`src/rtl/mac_compute_unit.sv`:
```
`default_nettype none
// ============================================================================
// Module   : mac_compute_unit
// Brief    : Single-tap unsigned-pixel x signed-weight multiplier with a
//            fixed-latency registered output for the 3x3 convolution engine.
// Revision : 1.0 - initial release
// ============================================================================
module mac_compute_unit #(
    parameter int A_WIDTH   = 8,
    parameter int B_WIDTH   = 8,
    parameter int OUT_WIDTH = 18,
    parameter int LATENCY   = 1,
    parameter bit SATURATE  = 1'b0
) (
    input  logic                 clk,
    input  logic                 rst,
    input  logic [A_WIDTH-1:0]   pixel_a,
    input  logic [B_WIDTH-1:0]   weight_b,
    output logic [OUT_WIDTH-1:0] sum_out
);

    localparam int c_PROD_W = A_WIDTH + B_WIDTH + 1;
    localparam logic [OUT_WIDTH-1:0] c_OUT_MAX = {1'b0, {(OUT_WIDTH-1){1'b1}}};
    localparam logic [OUT_WIDTH-1:0] c_OUT_MIN = {1'b1, {(OUT_WIDTH-1){1'b0}}};

    if ((LATENCY < 1) || (LATENCY > 4) || (OUT_WIDTH < 2)) begin : g_param_check
        $error("mac_compute_unit: LATENCY must be 1..4 and OUT_WIDTH >= 2");
    end

    logic signed [c_PROD_W-1:0] w_a_ext;
    logic signed [c_PROD_W-1:0] w_b_ext;
    logic signed [c_PROD_W-1:0] w_prod;
    logic        [OUT_WIDTH-1:0] w_result;

    // Pixel is always non-negative, so it gets a zero above its MSB.
    assign w_a_ext = {{(B_WIDTH+1){1'b0}}, pixel_a};
    assign w_b_ext = {{(A_WIDTH+1){weight_b[B_WIDTH-1]}}, weight_b};
    assign w_prod  = w_a_ext * w_b_ext;

    if (OUT_WIDTH > c_PROD_W) begin : g_widen
        assign w_result = {{(OUT_WIDTH-c_PROD_W){w_prod[c_PROD_W-1]}}, w_prod};
    end else if (OUT_WIDTH == c_PROD_W) begin : g_exact
        assign w_result = w_prod;
    end else if (SATURATE) begin : g_saturate
        logic [c_PROD_W-OUT_WIDTH:0] w_top;
        assign w_top = w_prod[c_PROD_W-1:OUT_WIDTH-1];
        // In range only when every discarded bit matches the kept sign bit.
        always_comb begin
            w_result = w_prod[OUT_WIDTH-1:0];
            if (!((&w_top) || !(|w_top))) begin
                w_result = w_prod[c_PROD_W-1] ? c_OUT_MIN : c_OUT_MAX;
            end
        end
    end else begin : g_truncate
        logic w_unused_hi;
        assign w_unused_hi = ^w_prod[c_PROD_W-1:OUT_WIDTH];
        assign w_result    = w_prod[OUT_WIDTH-1:0];
    end

    logic [OUT_WIDTH-1:0] r_pipe [LATENCY];

    always_ff @(posedge clk or posedge rst) begin
        if (rst) begin
            for (int i = 0; i < LATENCY; i++) begin
                r_pipe[i] <= '0;
            end
        end else begin
            r_pipe[0] <= w_result;
            for (int i = 1; i < LATENCY; i++) begin
                r_pipe[i] <= r_pipe[i-1];
            end
        end
    end

    assign sum_out = r_pipe[LATENCY-1];

endmodule
`default_nettype wire

```
`config.mk`:
```
export PLATFORM = sky130hd
export DESIGN_NAME = mac_compute_unit
export DESIGN_NICKNAME = d
export VERILOG_FILES = /design/src/rtl/mac_compute_unit.sv
export SDC_FILE = /design/constraint.sdc
export NUM_CORES = 1
export LEC_CHECK = 0
export CAP_MARGIN = 20
export CORE_MARGIN = 2
export CORE_UTILIZATION = 45
export CTS_CLUSTER_SIZE = 12
export DETAILED_ROUTE_END_ITERATION = 8
export GPL_TIMING_DRIVEN = 0
export PLACE_DENSITY = 0.75
export SLEW_MARGIN = 40
export SYNTH_ARGS = -nofsm -noshare
export SYNTH_HDL_FRONTEND = slang
export SYNTH_SLANG_ARGS = --single-unit
```
`constraint.sdc`:
```
create_clock -name clk -period 0.8 [get_ports clk]
set_clock_uncertainty 0.1 [all_clocks]
set_input_delay 0.16 -clock clk [delete_from_list [all_inputs] [get_ports clk]]
set_output_delay 0.16 -clock clk [all_outputs]
set_load 0.01 [all_outputs]
```
# Word level (Yosys, flattened, before mapping)

Index checks and enable logic that the tools add are counted.

$mul: 1

Operators by type and width:

| kind                       | number |
|---|---|
| multiplier 9 x 8 -> 17 bit | 1 |

Register bits: 17
Input port bits: 18
Output and inout bits: 18
Logic and storage cells: 2

# Longest topological paths before layout

Depth in word-level cells: 1
Gate-level depth with buffers: 17
Depth with buffers taken out: 17

# Worst setup path after synthesis

No wires, ideal clock.

Path type: input-to-reg
Start point: input port pixel_a[0]
End point: register r_pipe, in the netlist sum_out[14]
Library setup time: 135 ps
Arrival: 3,756 ps
Required time: 565 ps
Slack: -3,191 ps
Stages: 14
Buffers on the path: 0
Cell sequence: nand2b_1 fa_1 fa_1 inv_1 fa_1 inv_1 fa_1 inv_1 ha_1 o21a_1 o31a_4 o311ai_1 mux2i_1 o311ai_1

Cells in the longest elaborated chain, start to end: 1

Ends and longest elaborated chain:

| element                        | line | source |
|---|---|---|
| start: declaration             | 17   | `input logic [A_WIDTH-1:0] pixel_a,` |
| multiplier 9 x 8 -> 17 bit     | 38   | `assign w_prod = w_a_ext * w_b_ext;` |
| named net w_prod[14]           | 32   | `logic signed [c_PROD_W-1:0] w_prod;` |
| end signal: indexed assignment | 70   | `r_pipe[i] <= r_pipe[i-1];` |
| end: declaration               | 60   | `logic [OUT_WIDTH-1:0] r_pipe [LATENCY];` |

The timed path passes the listed nets, and every way through them passes these cells.

# Worst setup path in the final report

Start point: input port weight_b[3]
End point: register r_pipe, in the netlist sum_out[14]

Cells in the longest elaborated chain, start to end: 1

Ends and longest elaborated chain:

| element                    | line | source |
|---|---|---|
| start: declaration         | 18   | `input logic [B_WIDTH-1:0] weight_b,` |
| multiplier 9 x 8 -> 17 bit | 38   |  |
| named net w_prod[14]       | 32   |  |

The timed path passes the listed nets, and every way through them passes these cells.

==> reports/results.txt <==
Die width: 82.5 microns
Number of remaining DRC errors: 0
Async S/R FF share, synth: 100%
Final net count: 443
Slew Limit Fails: 0
Min cycle time layout: 3.69 ns
Area grow syn2layout: 34.1%
Post-synth EDFFs: 0
Hold Path Class: primary input to flop
Final worst setup slack: -2.89 ns
Die height: 82.5 microns
Final core occ: 62.8%
Net Sw Frac: 43.2%
Synthesis Warnings: 0
Synth Area per Inst: 9.50 sq um
ANT cells: 0
TritonCTS Sinks: 17
Total GRT Usage: 19.6%
Root Buffer: clkbuf_8
Row count: 28
Routed wire length: 5900 microns
Arrival @ worst endpoint: 3.71 ns
Failing checks: setup timing
Leak pwr: 1.79 nW
Fin. Hold Viols: 0
Count of port buffers added during placement: 35
Initial Utilization: 46.8%
Int Pwr: 5.17 mW
DRT antenna net count: 0
DR WL/cell: 14.1 microns
Synth unique cells: 38
Peak supply drop: 1410 uV
First-pass GRT wire length: 10000 microns
Number of flip-flops in the largest register: 17
Vias: 2163
Reg clk slew, reported paths: 0.06 ns
Final cell count without fillers: 419
Result of the run: finished with violations
GPL Wtd Cong: 0.823
Period utilization: 461%
Largest net degree at the start of global routing: 18
Post-CTS Hold Buffers: 0
RSZ-0062 raised after global routing: yes
CTS tree: yes
Sequential area share after synthesis: 15.3%
Cell Pwr Density: 2450 nW/um^2
Max stage delay on crit path: 0.56 ns
Fraction of power consumed by the clock network: 7.1%
Max-cap check violation count: 0
Inst Count DP: 402
Initial antenna violation count: 0
Synthesized area: 2770 sq um
1st-iter DRT viols: 63
Num CTS Buffers: 3
Critical path endpoint category: flop
Cell count after synthesis: 292
Slew margin rel.: 73.3%
GRT overflow: 0
Commonest non-fill, non-tap cell in the layout: inv_1
DP Wirelength: 4650 microns
Sequential power share: 14.4%
Ports: 36
Post-synth top flop: dfrtp_1
Req. time, crit path: 0.82 ns
H-tree depth: 1
Actual slew at the worst max-slew pin: 0.400 ns
Core ar.: 5920 sq um
Psw: 3.93 mW
Number of global-route vias before repair: 2189
Comb power frac: 78.4%
Final setup vio count: 33
Die area: 6810 sq um
Number of synthesized register bits: 17
Max frequency: 0.271 GHz
Share of cells above drive strength 1: 37.5%
Worst-case clock buffer depth: 2
Slowest CP cell: fa_1
Worst setup SP type: primary input
Worst path cell trace: buf_4 > and2_4 > fa_1 > fa_1 > fa_1 > inv_1 > fa_1 > inv_2 > ha_4 > o21a_1 > o31a_4 > o311ai_4 > mux2i_1 > o311ai_1
Mapped Nets: 390
Final Total Pwr: 9.10 mW
Via-per-instance ratio: 5.16
Crit Path Max Fanout: 8
Crit-path most repeated cell: fa_1
Most frequent cells in the layout: 41 x inv_1, 32 x fa_1, 27 x and2_1
Crit Path Category: primary input to flop
Initial DRT Pass Iterations: 4
==> kinds of logic after synthesis <==
| group | share of synthesized area (%) |
|---|---|
| flops | 15.3 |
| buf+inv | 8.30 |
| xor+xnor | 1.58 |
| mux | 1.08 |
| simple gates | 18.6 |
| fa+ha+maj | 46.1 |
| compound gates | 8.93 |
==> timing repair <==
| action | CTS | global route |
|---|---|---|
| buffers inserted | 11 | 4 |
| setup endpoints to repair | 52 | 33 |
| pin swaps | 31 | 28 |
| resized for setup | 194 | 35 |
| hold endpoints to repair | 0 | 0 |
==> per-layer routing <==
metal  wire length [microns]  part of all wire, %  track usage (%)
met3                     193                  3.3             2.83
met4                      98                  1.7             5.41
met5                       0                    0                0
met2                    3190                   54             35.3
met1                    2420                   41             24.4
==> path summary, 6_finish.rpt <==
kind / startpoint / endpoint / slack [ns] / cells past startpoint
worst max-delay path: weight_b[3] / sum_out[14] / -2.89 / 14
worst min-delay path: weight_b[0] / sum_out[0] / 0.05 / 2
max in group asynchronous: rst / sum_out[16] / 0.21 / 2
min in group asynchronous: rst / sum_out[6] / 0.14 / 2
==> power groups by stage <==
stage | clock network (mW) | registers (mW) | logic, mW
after global routing | 0.721 | 1.34 | 7.99
after global placement | 0 | 1.33 | 6.21
after detailed placement | 0 | 1.34 | 6.38
final | 0.650 | 1.31 | 7.14
after floorplan | 0 | 1.52 | 4.42
after CTS | 0.685 | 1.31 | 6.52
==> critical path: cells and delay by family <==
kind                       cells  cell delay (ns)
adders and majority gates      5             2.26
AOI/OAI and AO/OA              4             0.67
buffers and inverters          3             0.24
muxes                          1             0.21
and+or+nand+nor                1             0.14
==> metrics by stage <==
stage / hold slack, ns / area [sq um] / setup TNS, ns / setup slack [ns]
6_report: 0.0527 / 3720 / -37.13 / -2.89
5_1_grt: 0.0466 / 3720 / -39.12 / -3.02
4_1_cts: 0.0453 / 3570 / -37.64 / -2.87
3_5_place_dp: 0.509 / 3430 / -59.64 / -3.87
3_3_place_gp: 0.484 / 3430 / -58.25 / -3.83
2_1_floorplan: -0.0139 / 2990 / -32.93 / -2.87
==> area by class of cell <==
class | count | area, sq um
flip-flops and latches | 17 | 425
plain buffers | 2 | 12.5
clock buffers | 4 | 45.0
inverters | 56 | 218
repair buffers | 49 | 467
well taps | 75 | 93.8
multi-input cells | 216 | 2460
fillers | 508 | 2200
==> synthesized netlist by cell type, drive strengths merged, types with 4 or more instances <==
library cell,number,area [sq um]
a21o,4,30.0
a21oi,9,45.0
and2,44,278
dfrtp,17,425
fa,37,741
ha,43,538
inv,56,210
nand2,19,71.3
nand2b,4,25.0
nor2,13,48.8
nor3,5,25.0
o21ai,6,30.0
Power figures use the tool's default switching activity.
